--- config.mk ---
export PLATFORM = sky130hd
export DESIGN_NAME = instruction_memory_writer
export DESIGN_NICKNAME = d
export VERILOG_FILES = /design/src/rtl/instruction_memory_writer.sv
export SDC_FILE = /design/constraint.sdc
export NUM_CORES = 1
export LEC_CHECK = 0
export BUFFER_PORTS_ARGS = -buffer_cell sky130_fd_sc_hd__buf_2
export CORE_MARGIN = 2
export CORE_UTILIZATION = 41
export DETAILED_ROUTE_END_ITERATION = 10
export MAX_ROUTING_LAYER = met4
export PLACE_DENSITY = 0.87
export SLEW_MARGIN = 25
export SYNTH_ARGS = -nofsm -noshare
export SYNTH_HDL_FRONTEND = slang
export SYNTH_SLANG_ARGS = --single-unit
export TNS_END_PERCENT = 20
--- constraint.sdc ---
create_clock -name clk -period 2.2 [get_ports clk]
set_clock_uncertainty 0.15 [all_clocks]
set_input_delay 0.44 -clock clk [delete_from_list [all_inputs] [get_ports clk]]
set_output_delay 0.44 -clock clk [all_outputs]
set_load 0.005 [all_outputs]
--- src/rtl/instruction_memory_writer.sv ---
// -----------------------------------------------------------------------------
// instruction_memory_writer
//
// Purpose:
//   Accepts 32-bit instruction words over a valid/ready handshake and writes
//   each word into a byte-wide instruction memory. Each word becomes four
//   little-endian byte writes on consecutive cycles at an auto-incrementing
//   pointer. The pointer wraps modulo DEPTH. A sticky flag records the wrap.
//
// Ports:
//   clk               - sole clock, rising-edge
//   reset             - synchronous, active-low
//   Load_Start        - single-cycle request to load the base address (IDLE only)
//   Start_Address     - base byte address; word-aligned and truncated to ADDR_W
//   Word_Valid        - producer presents a word on Word_Data
//   Word_Data         - instruction word
//   Word_Ready        - word is accepted on this cycle's edge if Word_Valid=1
//   Mem_Write_Enable  - byte write strobe
//   Mem_Write_Address - zero-extended write pointer (0 when not writing)
//   Mem_Write_Data    - byte to write (0 when not writing)
//   Busy              - high while a word is being written
//   Words_Written     - completed words, saturating at 255
//   Overflow          - sticky: pointer wrapped from DEPTH-1 to 0
// -----------------------------------------------------------------------------
module instruction_memory_writer #(
    parameter int DEPTH  = 16,
    parameter int ADDR_W = 4
) (
    input  logic        clk,
    input  logic        reset,
    input  logic        Load_Start,
    input  logic [63:0] Start_Address,
    input  logic        Word_Valid,
    input  logic [31:0] Word_Data,
    output logic        Word_Ready,
    output logic        Mem_Write_Enable,
    output logic [63:0] Mem_Write_Address,
    output logic [7:0]  Mem_Write_Data,
    output logic        Busy,
    output logic [7:0]  Words_Written,
    output logic        Overflow
);

    typedef enum logic {
        IDLE  = 1'b0,
        WRITE = 1'b1
    } state_t;

    state_t              state_q, state_d;
    logic [1:0]          idx_q, idx_d;
    logic [ADDR_W-1:0]   ptr_q, ptr_d;
    logic [31:0]         hold_q, hold_d;
    logic [7:0]          cnt_q, cnt_d;
    logic                ovf_q, ovf_d;
    logic                accept;

    // Only Start_Address[ADDR_W-1:2] sets the pointer; the rest is discarded.
    logic unused_start_bits;
    assign unused_start_bits = ^{Start_Address[63:ADDR_W], Start_Address[1:0]};

    function automatic logic [7:0] sat_inc8(input logic [7:0] v);
        return (v == 8'hFF) ? v : v + 8'd1;
    endfunction

    assign accept = Word_Valid && Word_Ready;

    // State register
    always_ff @(posedge clk) begin
        if (!reset) begin
            state_q <= IDLE;
            idx_q   <= 2'd0;
            ptr_q   <= '0;
            hold_q  <= 32'd0;
            cnt_q   <= 8'd0;
            ovf_q   <= 1'b0;
        end else begin
            state_q <= state_d;
            idx_q   <= idx_d;
            ptr_q   <= ptr_d;
            hold_q  <= hold_d;
            cnt_q   <= cnt_d;
            ovf_q   <= ovf_d;
        end
    end

    // Next-state logic
    always_comb begin
        state_d = state_q;
        idx_d   = idx_q;
        ptr_d   = ptr_q;
        hold_d  = hold_q;
        cnt_d   = cnt_q;
        ovf_d   = ovf_q;
        case (state_q)
            IDLE: begin
                // Load_Start outranks a simultaneous word (Word_Ready is 0).
                if (Load_Start) begin
                    ptr_d = {Start_Address[ADDR_W-1:2], 2'b00};
                    cnt_d = 8'd0;
                    ovf_d = 1'b0;
                end else if (accept) begin
                    hold_d  = Word_Data;
                    idx_d   = 2'd0;
                    state_d = WRITE;
                end
            end
            WRITE: begin
                // Pointer advances once per byte and wraps naturally at ADDR_W bits.
                ptr_d = ptr_q + 1'b1;
                if (ptr_q == ADDR_W'(DEPTH - 1)) begin
                    ovf_d = 1'b1;
                end
                if (idx_q == 2'd3) begin
                    cnt_d = sat_inc8(cnt_q);
                    idx_d = 2'd0;
                    if (accept) begin
                        hold_d = Word_Data;
                    end else begin
                        state_d = IDLE;
                    end
                end else begin
                    idx_d = idx_q + 2'd1;
                end
            end
            default: state_d = IDLE;
        endcase
    end

    // Output logic
    always_comb begin
        Word_Ready        = 1'b0;
        Busy              = (state_q == WRITE);
        Mem_Write_Enable  = 1'b0;
        Mem_Write_Address = 64'd0;
        Mem_Write_Data    = 8'd0;
        Words_Written     = cnt_q;
        Overflow          = ovf_q;
        if (reset) begin
            if (state_q == IDLE) begin
                Word_Ready = !Load_Start;
            end else begin
                // Last byte cycle doubles as the accept slot for the next word.
                Word_Ready = (idx_q == 2'd3);
            end
        end
        if (state_q == WRITE) begin
            Mem_Write_Enable  = 1'b1;
            Mem_Write_Address = {{(64 - ADDR_W){1'b0}}, ptr_q};
            Mem_Write_Data    = hold_q[8*idx_q +: 8];
        end
    end

endmodule

==> out/metrics.yaml <==
synth.distinct_cells: 37
grt_max_degree: 41
period_share: 0.976
synthCells: 321
power_density_nw_per_um2: 570
htree_num_levels: 2
setup_tns_ps: 0
clkSinkCount: 48
finalCriticalPeriod_ps: 2150
worst-setup-path-type: "reg2out"
peakVddDrop_uv: 423
synth_edf_count: 0
syn_to_final_growth_pct: 10.0
remaining_drc_errors: 0
initialDrtViolationCount: 119
finalHoldViolations: 0
crit_path_end_kind: "output port"
synth-async-reset-ratio: 0
routed-via-count: 2173
cts_made_buffers: 5
syn-cell-area_um2: 2630
clkTransAtPathRegs_ps: 90
post-dp-hpwl_um: 4170
initial_utilization: 0.419
crit_path_start_kind: "register"
die_x_um: 84.1
antenna_found_initial: 0
first_global_vias: 1991
drive_gt1_frac: 0.255
synthFlopType: "dfxtp_1"
slew_violations: 0
avgRoutedWirePerCell_um: 12.1
setup_ws_ps: 52.5
die-height_um: 84.1
crit_required_ps: 1610
design_area_um2: 2890
postCtsSetupRepairBufs: 0
ys_ff_latch: 48
final_nets: 482
max_freq_mhz: 466
dp.cells: 449
arrival_ps: 1560
grt-ovfl-total: 0
cts_hold_buf: 0
cts_tree: "yes"
outcome: "finished clean"
rows: 29
seq_area_frac_synth: 0.365
place_congestion: 0.908
max_cap_violations: 0
synth_area_per_cell_um2: 8.19
grt_util_all_layers: 0.161
min_path_type: "in2reg"
rsz0062_at_grt: "true"
num_antenna_cells: 0
leakage_uw: 0.00128
viasPerCell: 4.75
die_area_um2: 7070
ant_nets: 0
coreArea_um2: 6280
dpl-instance-area_um2: 2770
clock_path_buffers: 2
clock_latency_ps: 300
yosys_warnings: 0
cts-root-buf: "clkbuf_8"
ios: 184
crit_path_max_fanout: 4
place_ws_ps: 193
finalSetupViolations: 0
wl_um: 5530
dr.pass1.iters: 5
grt_pass1_wl_um: 9000
instances_no_fill: 457
io_buffers: 61
==> worst max-delay path, cell delays in order (launching register included) <==
cell and delay, ps:
dfxtp_2 340, buf_4 140, mux4_2 490, and2_1 160, buf_2 120
==> where the power goes <==
group          leakage, uW  total, uW  switching, uW  internal, uW
logic             0.000844        182            109          73.0
clock network    0.0000434        552            298           255
registers         0.000391        915           21.3           894
total              0.00128       1650            428          1220
==> path summary, 6_finish.rpt <==
path | startpoint | end | slack (ps) | cells past startpoint
worst max-delay path | idx_q[1] | Mem_Write_Data[7] | 50 | 4
worst min-delay path | Word_Data[22] | hold_q[22] | 210 | 3
worst max register to register | idx_q[1] | hold_q[17] | 350 | 7
worst min register to register | hold_q[19] | hold_q[19] | 300 | 2
==> cells in the mapped netlist, drive strengths merged (4+ instances only) <==
cell type | instances | area [um^2]
inv | 4 | 15.0
and2 | 13 | 83.8
nand3 | 7 | 40.0
clkbuf | 6 | 22.5
nor2 | 14 | 52.6
mux4 | 8 | 180
o2111ai | 4 | 35.0
nand2 | 73 | 277
a21oi | 40 | 200
nor3 | 4 | 20.0
dfxtp | 48 | 961
buf | 70 | 514
==> registers in the layout, indices dropped and copies added, names as in the netlist <==
signal / count
ptr_q: 4
idx_q: 2
Overflow: 1
Words_Written: 8
hold_q: 32
Busy: 1
==> cell usage in the layout, fill, tap and decap left out, types with 3 or more instances in the layout <==
master	count
buf_6	3
o2111ai_1	4
nor2_1	14
nor3_1	4
a21oi_1	40
dfxtp_2	3
dfxtp_1	45
a31oi_1	3
clkbuf_8	6
conb_1	60
and3_1	3
nand2_1	72
buf_2	59
nand4_1	3
mux4_2	8
inv_1	3
nand3_1	6
and2_4	3
and2_1	10
buf_4	6
==> metrics by stage <==
stage	power, uW	util	hold slack (ps)
global route	1720	0.461	209
floorplan	1130	-	283
finish	1650	0.461	213
global placement	1110	0.441	289
detailed placement	1110	0.441	297
CTS	1650	0.457	212
==> logic make-up (layout without fill, tap and decap cells) <==
| logic type | Yosys count | after routing | synth area share |
|---|---|---|---|
| AO/OA/AOI/OAI | 59 | 59 | 0.135 |
| other | 1 | 60 | 0.00143 |
| adder cells (fa/ha/maj) | 3 | 3 | 0.0143 |
| AND/OR/NAND/NOR | 121 | 121 | 0.205 |
| flip-flops | 48 | 48 | 0.365 |
| multiplexers | 8 | 8 | 0.0685 |
| buffers and inverters | 81 | 81 | 0.211 |
==> repair_timing <==
action / 4_1_cts / 5_1_grt
setup endpoints to repair: 7 / 7
gates cloned: 0 / 0
resized for setup: 1 / 8
==> per-layer routing <==
metal,track usage,wire length (um),vias to the layer above
li1,-,-,1081
met1,0.210,2510,996
met2,0.240,2540,85
met3,0.0326,363,11
met4,0.0704,116,0
met5,-,0,-
==> area by class of cell <==
class                   count  area (um^2)
multi-input cells         251         1340
repair buffers             68          374
flip-flops and latches     48          965
clock buffers               6         82.6
fillers                   639         3380
well taps                  77         96.3
inverters                   5         18.8
clock inverters             2         15.0
(Power assumes the default switching activity.)
